## src/rtl/alu_issue_sequencer.sv

```systemverilog
// alu_issue_sequencer
// Front end for a separate 16-bit combinational ALU. It holds an 8 x 16 register
// file, accepts register loads and register-to-register instructions over
// valid/ready handshakes, and sequences each instruction through three cycles:
// accept (IDLE), ALU evaluation (EXEC) and writeback (WB).
// R0 is hard-wired to zero. Loads take priority over instructions.

module alu_issue_sequencer #(
    parameter int DW   = 16,
    parameter int NREG = 8,
    localparam int AW  = $clog2(NREG)
) (
    input  logic          clk,
    input  logic          rst_n,

    // Register-load channel
    input  logic          ld_valid,
    output logic          ld_ready,
    input  logic [AW-1:0] ld_addr,
    input  logic [DW-1:0] ld_data,

    // Instruction channel
    input  logic          instr_valid,
    output logic          instr_ready,
    input  logic [2:0]    instr_op,
    input  logic [AW-1:0] instr_rd,
    input  logic [AW-1:0] instr_rs1,
    input  logic [AW-1:0] instr_rs2,
    input  logic          instr_cin,

    // Connection to the external ALU
    output logic [DW-1:0] alu_A,
    output logic [DW-1:0] alu_B,
    output logic          alu_C,
    output logic [2:0]    alu_operator,
    input  logic [DW-1:0] alu_W,
    input  logic          alu_zero,
    input  logic          alu_neg,

    // Completion and status
    output logic          done,
    output logic [DW-1:0] done_result,
    output logic          flag_zero,
    output logic          flag_neg,

    // Debug read port
    input  logic [AW-1:0] dbg_addr,
    output logic [DW-1:0] dbg_data
);

    // Operator code that selects add-with-carry; the only op that sees carry-in.
    localparam logic [2:0] OP_ADDC = 3'b010;
    // Operator code driven to the ALU whenever no instruction is executing.
    localparam logic [2:0] OP_IDLE = 3'b111;

    typedef enum logic [1:0] {
        IDLE,
        EXEC,
        WB
    } state_t;

    state_t state_q, state_d;

    // Register file storage
    logic [DW-1:0] regfile_q [NREG];

    // Latched instruction fields and operands
    logic [DW-1:0] opA_q, opA_d;
    logic [DW-1:0] opB_q, opB_d;
    logic [2:0]    op_q, op_d;
    logic [AW-1:0] rd_q, rd_d;
    logic          cin_q, cin_d;

    // Captured ALU result and flags, pending writeback
    logic [DW-1:0] res_q, res_d;
    logic          z_q, z_d;
    logic          n_q, n_d;

    // Architectural status of the last completed instruction
    logic [DW-1:0] doneResult_q, doneResult_d;
    logic          flagZero_q, flagZero_d;
    logic          flagNeg_q, flagNeg_d;

    // Single register-file write port shared by loads and writeback
    logic          rfWe;
    logic [AW-1:0] rfWaddr;
    logic [DW-1:0] rfWdata;

    // Combinational source reads; R0 is forced to zero on every read port
    logic [DW-1:0] rs1Data;
    logic [DW-1:0] rs2Data;

    assign rs1Data  = (instr_rs1 == '0) ? '0 : regfile_q[instr_rs1];
    assign rs2Data  = (instr_rs2 == '0) ? '0 : regfile_q[instr_rs2];
    assign dbg_data = (dbg_addr  == '0) ? '0 : regfile_q[dbg_addr];

    assign done_result = doneResult_q;
    assign flag_zero   = flagZero_q;
    assign flag_neg    = flagNeg_q;

    // Next-state, handshake, ALU-drive and writeback decode for the issue FSM
    always_comb begin
        state_d      = state_q;
        opA_d        = opA_q;
        opB_d        = opB_q;
        op_d         = op_q;
        rd_d         = rd_q;
        cin_d        = cin_q;
        res_d        = res_q;
        z_d          = z_q;
        n_d          = n_q;
        doneResult_d = doneResult_q;
        flagZero_d   = flagZero_q;
        flagNeg_d    = flagNeg_q;
        rfWe         = 1'b0;
        rfWaddr      = ld_addr;
        rfWdata      = ld_data;
        ld_ready     = 1'b0;
        instr_ready  = 1'b0;
        done         = 1'b0;
        alu_A        = '0;
        alu_B        = '0;
        alu_C        = 1'b0;
        alu_operator = OP_IDLE;

        case (state_q)
            IDLE: begin
                ld_ready    = rst_n;
                instr_ready = rst_n & ~ld_valid;
                if (ld_valid) begin
                    rfWe    = (ld_addr != '0);
                    rfWaddr = ld_addr;
                    rfWdata = ld_data;
                end else if (instr_valid) begin
                    opA_d   = rs1Data;
                    opB_d   = rs2Data;
                    op_d    = instr_op;
                    rd_d    = instr_rd;
                    cin_d   = instr_cin;
                    state_d = EXEC;
                end
            end

            EXEC: begin
                alu_A        = opA_q;
                alu_B        = opB_q;
                alu_operator = op_q;
                alu_C        = (op_q == OP_ADDC) ? cin_q : 1'b0;
                res_d        = alu_W;
                z_d          = alu_zero;
                n_d          = alu_neg;
                state_d      = WB;
            end

            WB: begin
                done         = rst_n;
                rfWe         = (rd_q != '0);
                rfWaddr      = rd_q;
                rfWdata      = res_q;
                doneResult_d = res_q;
                flagZero_d   = z_q;
                flagNeg_d    = n_q;
                state_d      = IDLE;
            end

            default: begin
                state_d = IDLE;
            end
        endcase
    end

    // State, operand, result and status registers; reset abandons any instruction in flight
    always_ff @(posedge clk) begin
        if (!rst_n) begin
            state_q      <= IDLE;
            opA_q        <= '0;
            opB_q        <= '0;
            op_q         <= '0;
            rd_q         <= '0;
            cin_q        <= 1'b0;
            res_q        <= '0;
            z_q          <= 1'b0;
            n_q          <= 1'b0;
            doneResult_q <= '0;
            flagZero_q   <= 1'b0;
            flagNeg_q    <= 1'b0;
        end else begin
            state_q      <= state_d;
            opA_q        <= opA_d;
            opB_q        <= opB_d;
            op_q         <= op_d;
            rd_q         <= rd_d;
            cin_q        <= cin_d;
            res_q        <= res_d;
            z_q          <= z_d;
            n_q          <= n_d;
            doneResult_q <= doneResult_d;
            flagZero_q   <= flagZero_d;
            flagNeg_q    <= flagNeg_d;
        end
    end

    // Register file: cleared on reset, otherwise one write per cycle from load or writeback
    always_ff @(posedge clk) begin
        if (!rst_n) begin
            for (int i = 0; i < NREG; i++) begin
                regfile_q[i] <= '0;
            end
        end else if (rfWe) begin
            regfile_q[rfWaddr] <= rfWdata;
        end
    end

endmodule

```

## config.mk

```make
export PLATFORM = sky130hd
export DESIGN_NAME = alu_issue_sequencer
export DESIGN_NICKNAME = d
export VERILOG_FILES = /design/src/rtl/alu_issue_sequencer.sv
export SDC_FILE = /design/constraint.sdc
export NUM_CORES = 1
export LEC_CHECK = 0
export CAP_MARGIN = 20
export CORE_MARGIN = 8
export CORE_UTILIZATION = 25
export DETAILED_ROUTE_END_ITERATION = 8
export PLACE_DENSITY = 0.54
export SLEW_MARGIN = 20
export SYNTH_ARGS = -nofsm -noshare
export SYNTH_HDL_FRONTEND = slang
export SYNTH_SLANG_ARGS = --single-unit
```

## constraint.sdc

```tcl
create_clock -name clk -period 2.93 [get_ports clk]
set_clock_uncertainty 0.15 [all_clocks]
set_input_delay 0.4395 -clock clk [delete_from_list [all_inputs] [get_ports clk]]
set_output_delay 0.4395 -clock clk [all_outputs]
set_load 0.02 [all_outputs]
```

* Word level (Yosys, flattened, before mapping) *
Memory sizes are Yosys's and may differ from the RTL's.
Index checks and enable logic that the tools add are counted.

cells by class
  eq/ne operators = 5
  multiplexer cells = 25
  bitwise gates (word level) = 2
  reductions and logical operators = 9

operators by type and width
  operator                                       count
  2-to-1 mux 16 bit                              7
  OR reduction 16 bit                            1
  2-to-1 mux 1 bit                               11
  zero test 3 bit                                3
  2-to-1 mux 3 bit                               3
  nonzero test 3 bit                             2
  2-to-1 mux 2 bit                               2
  != test 2 bit, second input constant           2
  case mux 2 bit (2 select lines)                1
  == test 3 x 2 -> 1 bit, second input constant  1
  AND reduction 3 bit                            1
  == test 2 x 1 -> 1 bit, second input constant  1
  == test 2 bit, second input constant           1
  zero test 2 bit                                1
  case mux 1 bit (2 select lines)                1
  AND reduction 2 bit                            1
  bitwise AND 1 bit                              1
  inverter 1 bit                                 1

word-level totals
  bits in writable memories = 128
  bits in registers = 77
  output and inout port bits = 73
  word-level logic and storage cells = 54
  input bits = 57
  memories = 1

memories
  name       depth  bits a word  read ports  clocked after Yosys merged registers in  wr ports  line  source
  regfile_q  8      16           3           0                                        8         65    logic [DW-1:0] regfile_q [NREG];

* Longest topological paths before layout *
Gate-level depths: netlist of the first run.

  word-level depth = 8
  gate-level depth with buffers = 7
  gate-level depth less buffers = 3

* Worst setup path before layout of the first run *
No wires, ideal clock.

  path type = register to register
  from = register state_q[1]
  to = memory regfile_q[6][0], enable pin
  path buffers = 4
  data required time = 2.366 ns
  arrival = 2.485 ns
  slack = -0.120 ns
  clock period less this slack = 3.050 ns
  setup time = 0.414 ns
  cell stages (with the launch flop) = 8
  cell sequence = dfxtp_1 -> buf_6 -> buf_6 -> nand3b_1 -> a21o_1 -> clkbuf_1 -> buf_2 -> o31ai_1

RTL lines
  what                    line  source
  from (decl)             62    state_t state_q, state_d;
  from (signal assigned)  188   state_q <= state_d;
  to (decl)               65

* Worst setup path after layout of the first run *
  from = input port dbg_addr[1]
  to = output port dbg_data[12]

on the way
  longest elaborated chain between the ends = 2
  elaborated cells on any way between the ends = 3
  those cells by class = 1 x mux; 1 x reduce/logical; 1 x memory

ends and longest elaborated chain
  what                                                    line  source
  from (decl)                                             47    input logic [AW-1:0] dbg_addr,
  memory (8 x 16 bit) or zero test 3 bit (tied branches)  --
  2-to-1 mux 16 bit (*)                                   95    assign dbg_data = (dbg_addr == '0) ? '0 : regfile_q[dbg_addr];
  to (decl)                                               48    output logic [DW-1:0] dbg_data

Every way passes the cells marked *; elsewhere a longest branch is shown, timed or not.

==> run_results.csv, run 1 <==
group,metric,value,unit
status,outcome,"finished clean",
worst_setup_path,regToRegEndpoint,"regfile_q[4][12]",
routing,wl_met2,13.1,mm
final_layout,antenna_cells,0,
routing,top_layer,"met4",
worst_setup_path,path_cells,"clkdlybuf4s50_1 > buf_12 > buf_12 > mux2_2 > a22oi_1 > o21ai_0 > dlygate4sd2_1",
synthesis,yosys-top-cells-count,"edfxtp_1, nand2_1, dfxtp_1",
global_route,grt_start_max_net_pins,65,
placement,gp_congestion,0.855,
synthesis,netlist_area,10000,um^2
cts,cts_resized,17,
routing,met3_wirelength,2.71,mm
synthesis,syn_nets,929,
die,coreArea,39600,um^2
die,rows,73,
cts,clk_pin_slew,80,ps
global_route,overflow,0,
sta,slew_headroom,31.4,%
synthesis,avgSynthCellArea,11.5,um^2
sta,setup_viol,0,
routing,drc_errors,0,
synthesis,ys_ff_latch,189,
worst_setup_path,slowest_stage,"clkdlybuf4s50_1",
synthesis,synthTopCellsByArea,"edfxtp_1, dfxtp_1, mux4_2",
sta,fin_crit_sh,95.6,%
cts,htreeDepth,4,
worst_setup_path,path_buf_inv,4,
cts,cts_tree,"done",
synthesis,ys.flop_type,"edfxtp_1",
job,maxCapViolCount,0,
synthesis,synth_top_area_cell,"edfxtp_1",
worst_setup_path,cp_max_fo,17,
power,leakage,4.35,nW
final_layout,nets,1039,
sta,rsz0062_at_grt,"no",
sta,hold_viol_final,0,
synthesis,synth_top_cell_area_share,33.6,%
placement,place_inst,1488,
worst_setup_path,startpoint,"dbg_addr[1]",
synthesis,synth.most_common_cell,"edfxtp_1",
routing,first_pass_iters,5,
global_route,antenna_found_initial,0,
worst_setup_path,cp_num_cells,7,
sta,tightest_slew,1030,ps
placement,place_hpwl,22.6,mm
worst_setup_path,crit_family,"buffers and inverters",
worst_setup_path,cp.arrival,2210,ps
worst_setup_path,startpoint_type,"input pin",
die,die_area,46600,um^2
die,fp.dieW,216,um
synthesis,async_flop_share,0,%
die,ios,130,
global_route,track_usage,13.3,%
min_path,min_path_type,"reg2reg",
cts,clockBufferDepth,2,
cts,cts_buffers,17,
power,ir_worst_vdd,0.395,mV
synthesis,synth_edf_count,112,
worst_setup_path,crit_path_end,"dbg_data[12]",
cts,root_buffer,"clkbuf_16",
routing,wl_per_cell,21.0,um
power,finalPower,0.00629,W
worst_setup_path,critical_path_class,"in2out",
global_route,grt_pass1_vias,7673,
sta,clock.fmax,0.357,GHz
cts,cts_sinks,189,
worst_setup_path,r2r_slack,600,ps
placement,numPortBuffers,129,
global_route,grt_pass1_wl,48.7,mm
worst_setup_path,worstRegToRegCells,6,
worst_setup_path,critPathMaxStageDelay,510,ps
cts,ctsHoldBuffers,0,
synthesis,synthDistinctLibCells,38,
final_layout,final_util,31.9,%
cts,post_cts_buffers,0,
synthesis,syn_inst,872,
sta,period_needed,2800,ps
routing,drt-total-wl,31.9,mm
worst_setup_path,r2r-start,"state_q[1]",
final_layout,drive_above_1_share,19.6,%
die,die_h,216,um
final_layout,final_cell_count_no_fill,1520,
cts,clk_latency,440,ps
routing,postRouteAntennaNets,0,
synthesis,ys_seq_area_share,49.1,%
worst_setup_path,cpMostUsedCell,"buf_12",
die,start_util,25.2,%
power,p_per_area,498,nW/um^2
worst_setup_path,cp.required,2340,ps
routing,first_iter_violations,644,
worst_setup_path,cp-end-kind,"primary output",
routing,via_per_inst,5.09,
final_layout,area_delta_synth_final,26.5,%
synthesis,ys_warn_count,0,
routing,met1_length,15.5,mm
sta,drv_slew,0,
routing,vias,7740,
tightest hold or removal path, stage by stage, from the launching register on:
cell,delay (ps)
dfxtp_1,310
nand2_1,50
a21oi_1,50
power by group:
group	switching, W	internal [W]	total [W]
clock	0.00118	0.00115	0.00233
sequential	0.000100	0.00292	0.00302
combinational	0.000511	0.000429	0.000940
flip-flops by register name, indices dropped and copies added (netlist names):
name,cells
regfile_q,112
done_result,16
opA_q,16
opB_q,16
res_q,16
op_q,3
rd_q,3
state_q,2
cin_q,1
flag_neg,1
flag_zero,1
n_q,1
z_q,1
metal layers:
layer	track usage (%)	vias up
met1	19.5	3805
met3	3.43	30
met2	19.0	320
li1	-	3585
met4	3.70	0
met5	0	-
layout by cell type (no fill, tap or decap), types with 15 or more instances in the layout:
master and count:
edfxtp_1 112, clkdlybuf4s50_1 110, nand2_1 105, dfxtp_1 76, nor3_1 66, mux4_2 48
nor4_1 48, buf_4 46, mux2_2 45, a21oi_1 44, nand2b_1 34, and2_1 32
a221o_1 30, a32o_1 30, mux2i_1 19, o21ai_0 17, clkbuf_16 17, a22oi_1 15
dlygate4sd2_1 15
worst min-delay path by stage:
stage	startpoint	depth (start not counted)	end
finish	z_q	2	flag_zero
global route	z_q	2	flag_zero
CTS	z_q	2	flag_zero
detailed placement	z_q	2	flag_zero
global placement	z_q	2	flag_zero
floorplan	op_q[0]	2	op_q[0]
kinds of logic (layout without fill, tap and decap cells):
group	Yosys count	count (layout)	share of synthesized area, %
AND/OR/NAND/NOR	313	313	16.4
flip-flops	189	189	49.1
AO/OA/AOI/OAI	158	158	11.7
multiplexers	112	112	17.8
buffers and inverters	100	223	5.03
area by class of cell:
type | instances | area [um^2]
Clock inverter | 15 | 165
Multi-Input combinational cell | 583 | 4630
Sequential cell | 189 | 4910
Timing Repair Buffer | 188 | 1860
Clock buffer | 17 | 425
Fill cell | 4055 | 27000
Tap cell | 525 | 657
Inverter | 3 | 11.3
stage by stage:
step	area (um^2)	hold slack [ps]	setup WS, ps	TNS (ps)
finish	12600	304	130	0
CTS	12600	303	3.36	0
floorplan	10000	281	241	0
detailed placement	12100	295	-145	-1050
global placement	12100	286	-130	-918
global route	12600	319	14.8	0
(Power assumes the default switching activity.)
==> inputs of run 2 (changes only) <==
--- a/config.mk
+++ b/config.mk
@@ -5,7 +5,7 @@
 export SDC_FILE = /design/constraint.sdc
 export NUM_CORES = 1
 export LEC_CHECK = 0
-export CAP_MARGIN = 20
+export CAP_MARGIN = 15
 export CORE_MARGIN = 8
 export CORE_UTILIZATION = 25
 export DETAILED_ROUTE_END_ITERATION = 8
==> results of run 2 <==
Final layout, timing and power as in run 1 (identical DEF).
